[config.mk]
export PLATFORM = sky130hd
export DESIGN_NAME = multicycle_control
export DESIGN_NICKNAME = d
export VERILOG_FILES = /design/src/rtl/multicycle_control.sv
export SDC_FILE = /design/constraint.sdc
export NUM_CORES = 1
export LEC_CHECK = 0
export BUFFER_PORTS_ARGS = -buffer_cell sky130_fd_sc_hd__clkbuf_2
export CAP_MARGIN = 20
export CORE_AREA = 2 2 196 198
export DETAILED_ROUTE_END_ITERATION = 8
export DIE_AREA = 0 0 198 200
export SYNTH_ARGS = -nofsm -noshare
export SYNTH_HDL_FRONTEND = slang
export SYNTH_SLANG_ARGS = --single-unit
[constraint.sdc]
create_clock -name clk -period 8.2 [get_ports clk]
set_input_delay 0.41 -clock clk [delete_from_list [all_inputs] [get_ports clk]]
set_output_delay 0.41 -clock clk [all_outputs]
set_load 0.01 [all_outputs]
[src/rtl/multicycle_control.sv]
// Multicycle main control FSM: fetches, decodes and sequences ld/sd/R-type/beq
// through FETCH/DECODE/EXEC/MEM/WB, owning the PC and instruction register.
//
// Ports:
//   clk, rst                  clock, async active-high reset
//   imem_req/addr/ack/rdata   instruction fetch handshake (addr = pc)
//   dmem_req/we/ack           data access handshake (we = store)
//   alu_zero                  ALU result == 0, sampled in EXEC for beq
//   ctrl_ALU_op               00 add, 01 sub, 10 R-type (funct fields)
//   funct3/funct7/rs1/rs2/rd  instruction fields decoded from IR
//   imm                       sign-extended I/S/B immediate, else 0
//   alu_src                   ALU operand B = imm (ld/sd in EXEC)
//   reg_write, mem_to_reg     writeback strobe and source select
//   pc, retire                program counter, advance pulse
//   illegal_instr             trap flag (optional feature)
//
// Optional feature: define MULTICYCLE_CTRL_TRAP_EN to make an illegal
// opcode stop the machine in TRAP with illegal_instr held high until reset.
// Without it an illegal opcode retires as a NOP from DECODE.

module multicycle_control #(
    parameter int              XLEN     = 64,
    parameter logic [XLEN-1:0] RESET_PC = '0
) (
    input  logic            clk,
    input  logic            rst,
    output logic            imem_req,
    output logic [XLEN-1:0] imem_addr,
    input  logic            imem_ack,
    input  logic [31:0]     imem_rdata,
    output logic            dmem_req,
    output logic            dmem_we,
    input  logic            dmem_ack,
    input  logic            alu_zero,
    output logic [1:0]      ctrl_ALU_op,
    output logic [2:0]      funct3,
    output logic [6:0]      funct7,
    output logic [4:0]      rs1,
    output logic [4:0]      rs2,
    output logic [4:0]      rd,
    output logic [XLEN-1:0] imm,
    output logic            alu_src,
    output logic            reg_write,
    output logic            mem_to_reg,
    output logic [XLEN-1:0] pc,
    output logic            retire,
    output logic            illegal_instr
);

    localparam logic [6:0] OP_LOAD   = 7'b0000011;
    localparam logic [6:0] OP_STORE  = 7'b0100011;
    localparam logic [6:0] OP_REG    = 7'b0110011;
    localparam logic [6:0] OP_BRANCH = 7'b1100011;

    localparam logic [1:0] ALU_ADD = 2'b00;
    localparam logic [1:0] ALU_SUB = 2'b01;
    localparam logic [1:0] ALU_R   = 2'b10;

    typedef enum logic [2:0] {
        S_FETCH,
        S_DECODE,
        S_EXEC,
        S_MEM,
        S_WB
`ifdef MULTICYCLE_CTRL_TRAP_EN
        ,
        S_TRAP
`endif
    } state_t;

    state_t          state;
    state_t          state_n;
    logic [31:0]     ir;
    logic [31:0]     ir_n;
    logic [XLEN-1:0] pc_n;
    logic [XLEN-1:0] pc_seq;
    logic [XLEN-1:0] pc_br;
    logic            fetch_req;

    logic [6:0] opcode;
    logic       is_ld;
    logic       is_sd;
    logic       is_r;
    logic       is_beq;
    logic       is_legal;

    // ------------------------------------------------------------------
    // Instruction field decode (combinational from IR)
    // ------------------------------------------------------------------
    assign opcode = ir[6:0];
    assign funct3 = ir[14:12];
    assign funct7 = ir[31:25];
    assign rs1    = ir[19:15];
    assign rs2    = ir[24:20];
    assign rd     = ir[11:7];

    assign is_ld    = (opcode == OP_LOAD)   && (funct3 == 3'b011);
    assign is_sd    = (opcode == OP_STORE)  && (funct3 == 3'b011);
    assign is_r     = (opcode == OP_REG);
    assign is_beq   = (opcode == OP_BRANCH) && (funct3 == 3'b000);
    assign is_legal = is_ld | is_sd | is_r | is_beq;

    always_comb begin
        imm = '0;
        if (is_ld) begin
            imm = {{(XLEN-12){ir[31]}}, ir[31:20]};
        end else if (is_sd) begin
            imm = {{(XLEN-12){ir[31]}}, ir[31:25], ir[11:7]};
        end else if (is_beq) begin
            // B-type: 13-bit signed offset, bit 0 implicitly zero
            imm = {{(XLEN-13){ir[31]}}, ir[31], ir[7],
                   ir[30:25], ir[11:8], 1'b0};
        end
    end

    // Both PC successors wrap modulo 2^XLEN
    assign pc_seq = pc + XLEN'(4);
    assign pc_br  = pc + imm;

    // ------------------------------------------------------------------
    // State, PC and IR registers
    // ------------------------------------------------------------------
    always_ff @(posedge clk or posedge rst) begin
        if (rst) begin
            state <= S_FETCH;
            pc    <= RESET_PC;
            ir    <= '0;
        end else begin
            state <= state_n;
            pc    <= pc_n;
            ir    <= ir_n;
        end
    end

    // ------------------------------------------------------------------
    // Next state and datapath control
    // ------------------------------------------------------------------
    always_comb begin
        state_n     = state;
        pc_n        = pc;
        ir_n        = ir;
        fetch_req   = 1'b0;
        dmem_req    = 1'b0;
        dmem_we     = 1'b0;
        ctrl_ALU_op = ALU_ADD;
        alu_src     = 1'b0;
        reg_write   = 1'b0;
        mem_to_reg  = 1'b0;
        retire      = 1'b0;

        case (state)
            S_FETCH: begin
                fetch_req = 1'b1;
                if (imem_ack) begin
                    ir_n    = imem_rdata;
                    state_n = S_DECODE;
                end
            end

            S_DECODE: begin
                if (is_legal) begin
                    state_n = S_EXEC;
                end else begin
`ifdef MULTICYCLE_CTRL_TRAP_EN
                    state_n = S_TRAP;
`else
                    pc_n    = pc_seq;
                    retire  = 1'b1;
                    state_n = S_FETCH;
`endif
                end
            end

            S_EXEC: begin
                if (is_r) begin
                    ctrl_ALU_op = ALU_R;
                    state_n     = S_WB;
                end else if (is_beq) begin
                    ctrl_ALU_op = ALU_SUB;
                    pc_n        = alu_zero ? pc_br : pc_seq;
                    retire      = 1'b1;
                    state_n     = S_FETCH;
                end else begin
                    // ld / sd: address = rs1 + imm
                    ctrl_ALU_op = ALU_ADD;
                    alu_src     = 1'b1;
                    state_n     = S_MEM;
                end
            end

            S_MEM: begin
                dmem_req = 1'b1;
                dmem_we  = is_sd;
                if (dmem_ack) begin
                    if (is_sd) begin
                        pc_n    = pc_seq;
                        retire  = 1'b1;
                        state_n = S_FETCH;
                    end else begin
                        state_n = S_WB;
                    end
                end
            end

            S_WB: begin
                reg_write  = 1'b1;
                mem_to_reg = is_ld;
                pc_n       = pc_seq;
                retire     = 1'b1;
                state_n    = S_FETCH;
            end

`ifdef MULTICYCLE_CTRL_TRAP_EN
            S_TRAP: begin
                state_n = S_TRAP;
            end
`endif

            default: begin
                state_n = S_FETCH;
            end
        endcase
    end

    // Reset forces FETCH, so only the fetch request needs explicit gating
    // to drop during the reset pulse itself.
    assign imem_req  = fetch_req & ~rst;
    assign imem_addr = pc;

`ifdef MULTICYCLE_CTRL_TRAP_EN
    assign illegal_instr = (state == S_TRAP);
`else
    assign illegal_instr = 1'b0;
`endif

endmodule

==> out/metrics.cfg <==
[timing]
finalClockSkew_ns=0.00904
finalCritPeriodShare_pct=66.3
drv_slew=0
fmax_ghz=0.184
fin_ws_ns=2.76
worstMarginPinSlew_ns=0.939
rsz0062_at_grt=false
setup_viol=0
tns_ns=0
period_needed_ns=5.44
hold_viol=0
max-slew-margin-rel_pct=37.2

[critical_path]
worst-setup-path-type=reg2reg
crit_end=imem_addr[58]
cp.arrival_ns=5.67
worstPathRequired_ns=8.43
rr_worst_depth=17
rr_startpoint=ir[2]
crit_chain=nand4bb_1 -> nor3_1 -> nand2_1 -> nor2_1 -> mux2i_1 -> nor2_1 -> fa_1 -> a21oi_1 -> o21ai_0 -> a221oi_1 -> o21ai_1 -> a31oi_1 -> o21ai_1 -> a21oi_1 -> o21ai_1 -> xnor2_1 -> o21ai_0
setup.worst_path.start=ir[2]
path_max_fanout=7
reg2reg_to=imem_addr[58]
worst_path_max_delay_cell=a221oi_1
end_kind=flop
path_common_cell=o21ai_1
startpoint_type=flop
r2r_slack_ns=2.76
cpPeakStageDelay_ns=0.53

[logic_synthesis]
synthFlopType=dfrtp_1
synthAdderAreaFrac_pct=8.61
syn_inst=1367
yosysUniqueCellTypes=73
synth_mux_area_share_pct=4.15
synthSimpleGateAreaFrac_pct=20.6
yosys_register_bits=99
synth_top_family_by_area=compound AO/OA/AOI/OAI gates
syn-num-nets=1475
ys_warn_count=0
synth_compound_area_share_pct=24.7
async_flop_share_pct=100
syn_area_per_cell_um2=7.61
netlist_area_um2=10400
synth-xor-area-share_pct=4.46
yosysSeqAreaShare_pct=23.8
synth-edff-count=0

[floorplan]
die_x_um=198
row_count=71
die_area_um2=39600
io_pins=264
start_util_pct=27.8
coreArea_um2=37400
die_h_um=200

[placed_design]
placement.io_buffers=262
dpl.cell_count=1942
hpwlAfterDp_mm=26.7
post-place-ws_ns=2.88
place_congestion=0.887

[finish]
syn_to_final_growth_pct=9.91
instances_no_fill=1958
layout.nets=1550
diodes=0
nFillCells=4043
drive_gt1_share_pct=23.4

[pwr]
cellPowerDensity_nw_per_um2=271
ir_worst_vdd_mv=0.193
power_leakage_nw=5.21

[grt]
use_met3_pct=2.54
grt_pass1_vias=9692
antenna_found_initial=0
grt_max_degree=88
grt.met2_usage_pct=29.5
grt_usage_pct=17.3
grt_first_pass_wirelength_mm=54.1
top_usage_layer=met2
met1_usage_pct=22.8
grt-ovfl-total=0

[route]
drt-total-wl_mm=34.9
wl_per_cell_um=17.8
firstDrtPassIters=5
viasPerCell=5.35
drc=0
detail-route-antenna-nets=0
routed-via-count=10500
drt_iter0_markers=810

[clocking]
cts_num_sinks=99
ctsHoldBuffers=0
postCtsSetupBuffers=0
post_cts_resized=0
clkTransAtPathRegs_ns=0.08
clock_latency_ns=0.36
cts_buffers=9
cts_tree=yes
cts_root_buf=clkbuf_16
cts_buffer_depth=2
htree_levels=3

[min_path]
min_path_type=in2async

[status]
status=completed

[flow_run]
drv_cap=0

-- worst max-delay path, delay by kind of cell, from the launching register on --
kind | cells | cell delay, ns
compound gates | 9 | 2.70
xor+xnor | 1 | 0.15
fa+ha+maj | 1 | 0.46
flops | 1 | 0.38
mux | 1 | 0.24
simple gates | 5 | 1.36
-- metal layers --
layer,share of wire [%],routed length [um],vias to the layer above
met1,44,15500,5015
met2,48,16700,404
met5,0,0,-
met3,5.9,2070,46
met4,1.8,623,0
li1,-,-,5014
-- state kept, by name (all words and copies together), names as in the netlist --
signal,count
imem_addr,64
ir,32
state,3
-- logic make-up (layout without fill, tap and decap cells) --
group | count (synthesis) | after routing
fa+ha+maj | 71 | 71
mux | 39 | 39
xor+xnor | 53 | 53
buf+inv | 232 | 312
compound gates | 429 | 429
other cells | 1 | 1
simple gates | 443 | 443
flops | 99 | 99
-- cells in the final DEF (no fill, tap or decap), types with 14 or more instances in the layout --
cell type and n:
a21oi_1 166, o21ai_0 97, dfrtp_1 99, mux2_2 33, nand3_1 52, o21bai_1 14, o22ai_1 15, nor3_1 30
nor2_1 114, a31oi_1 17, nand2_1 120, ha_1 70, clkbuf_2 262, a21o_1 31, xor2_1 23, nand4_1 42
xnor2_1 30, inv_1 22, and2_1 14
-- worst min path at each step --
stage	startpoint	endpoint	cells after the start
2_1_floorplan	ir[2]	ir[2]	1
3_3_place_gp	ir[2]	ir[2]	1
3_5_place_dp	ir[2]	ir[2]	1
4_1_cts	rst	state[0]	2
5_1_grt	rst	state[0]	2
6_report	rst	ir[11]	2
-- cell usage after synthesis, types with 15 or more instances --
master	count	share of area [%]
a21o_1	31	2.2
a21oi_1	166	8.0
a31oi_1	17	1.0
and2_1	15	0.90
buf_4	141	10
clkbuf_1	56	2.0
dfrtp_1	99	24
ha_1	70	8.4
inv_1	23	0.83
mux2_2	33	3.6
nand2_1	120	4.3
nand3_1	53	2.5
nand4_1	42	2.5
nor2_1	114	4.1
nor3_1	30	1.4
o21ai_0	97	4.7
o22ai_1	15	0.90
xnor2_1	30	2.5
xor2_1	23	1.9
-- power by group --
| part | leakage [nW] | total (mW) | switching [mW] | internal [mW] |
|---|---|---|---|---|
| Sequential | 1.23 | 1.07 | 0.378 | 0.687 |
| Combinational | 3.83 | 1.57 | 0.947 | 0.625 |
| Clock | 0.146 | 0.460 | 0.236 | 0.225 |
| Total | 5.21 | 3.10 | 1.56 | 1.54 |
-- cell type report --
type,instances,area (um^2),share of cell area [%]
clock buffers,10,239,2.09
clock inverters,6,63.8,0.558
inverters,25,96.3,0.842
multi-input cells,1036,6540,57.2
flip-flops and latches,99,2480,21.7
well taps,511,639,5.59
repair buffers,271,1380,12.1
-- per-stage QoR --
stage | hold slack, ns | utilization (%) | total power, mW | instance area [um^2]
CTS | 0.169 | 30.6 | 3.13 | 11400
floorplan | 0.473 | - | 2.21 | 10400
global route | 0.208 | 30.6 | 3.33 | 11400
detailed placement | 0.490 | 29.8 | 2.66 | 11100
global placement | 0.485 | 29.8 | 2.63 | 11100
finish | 0.147 | 30.6 | 3.10 | 11400
(Power assumes the default switching activity.)
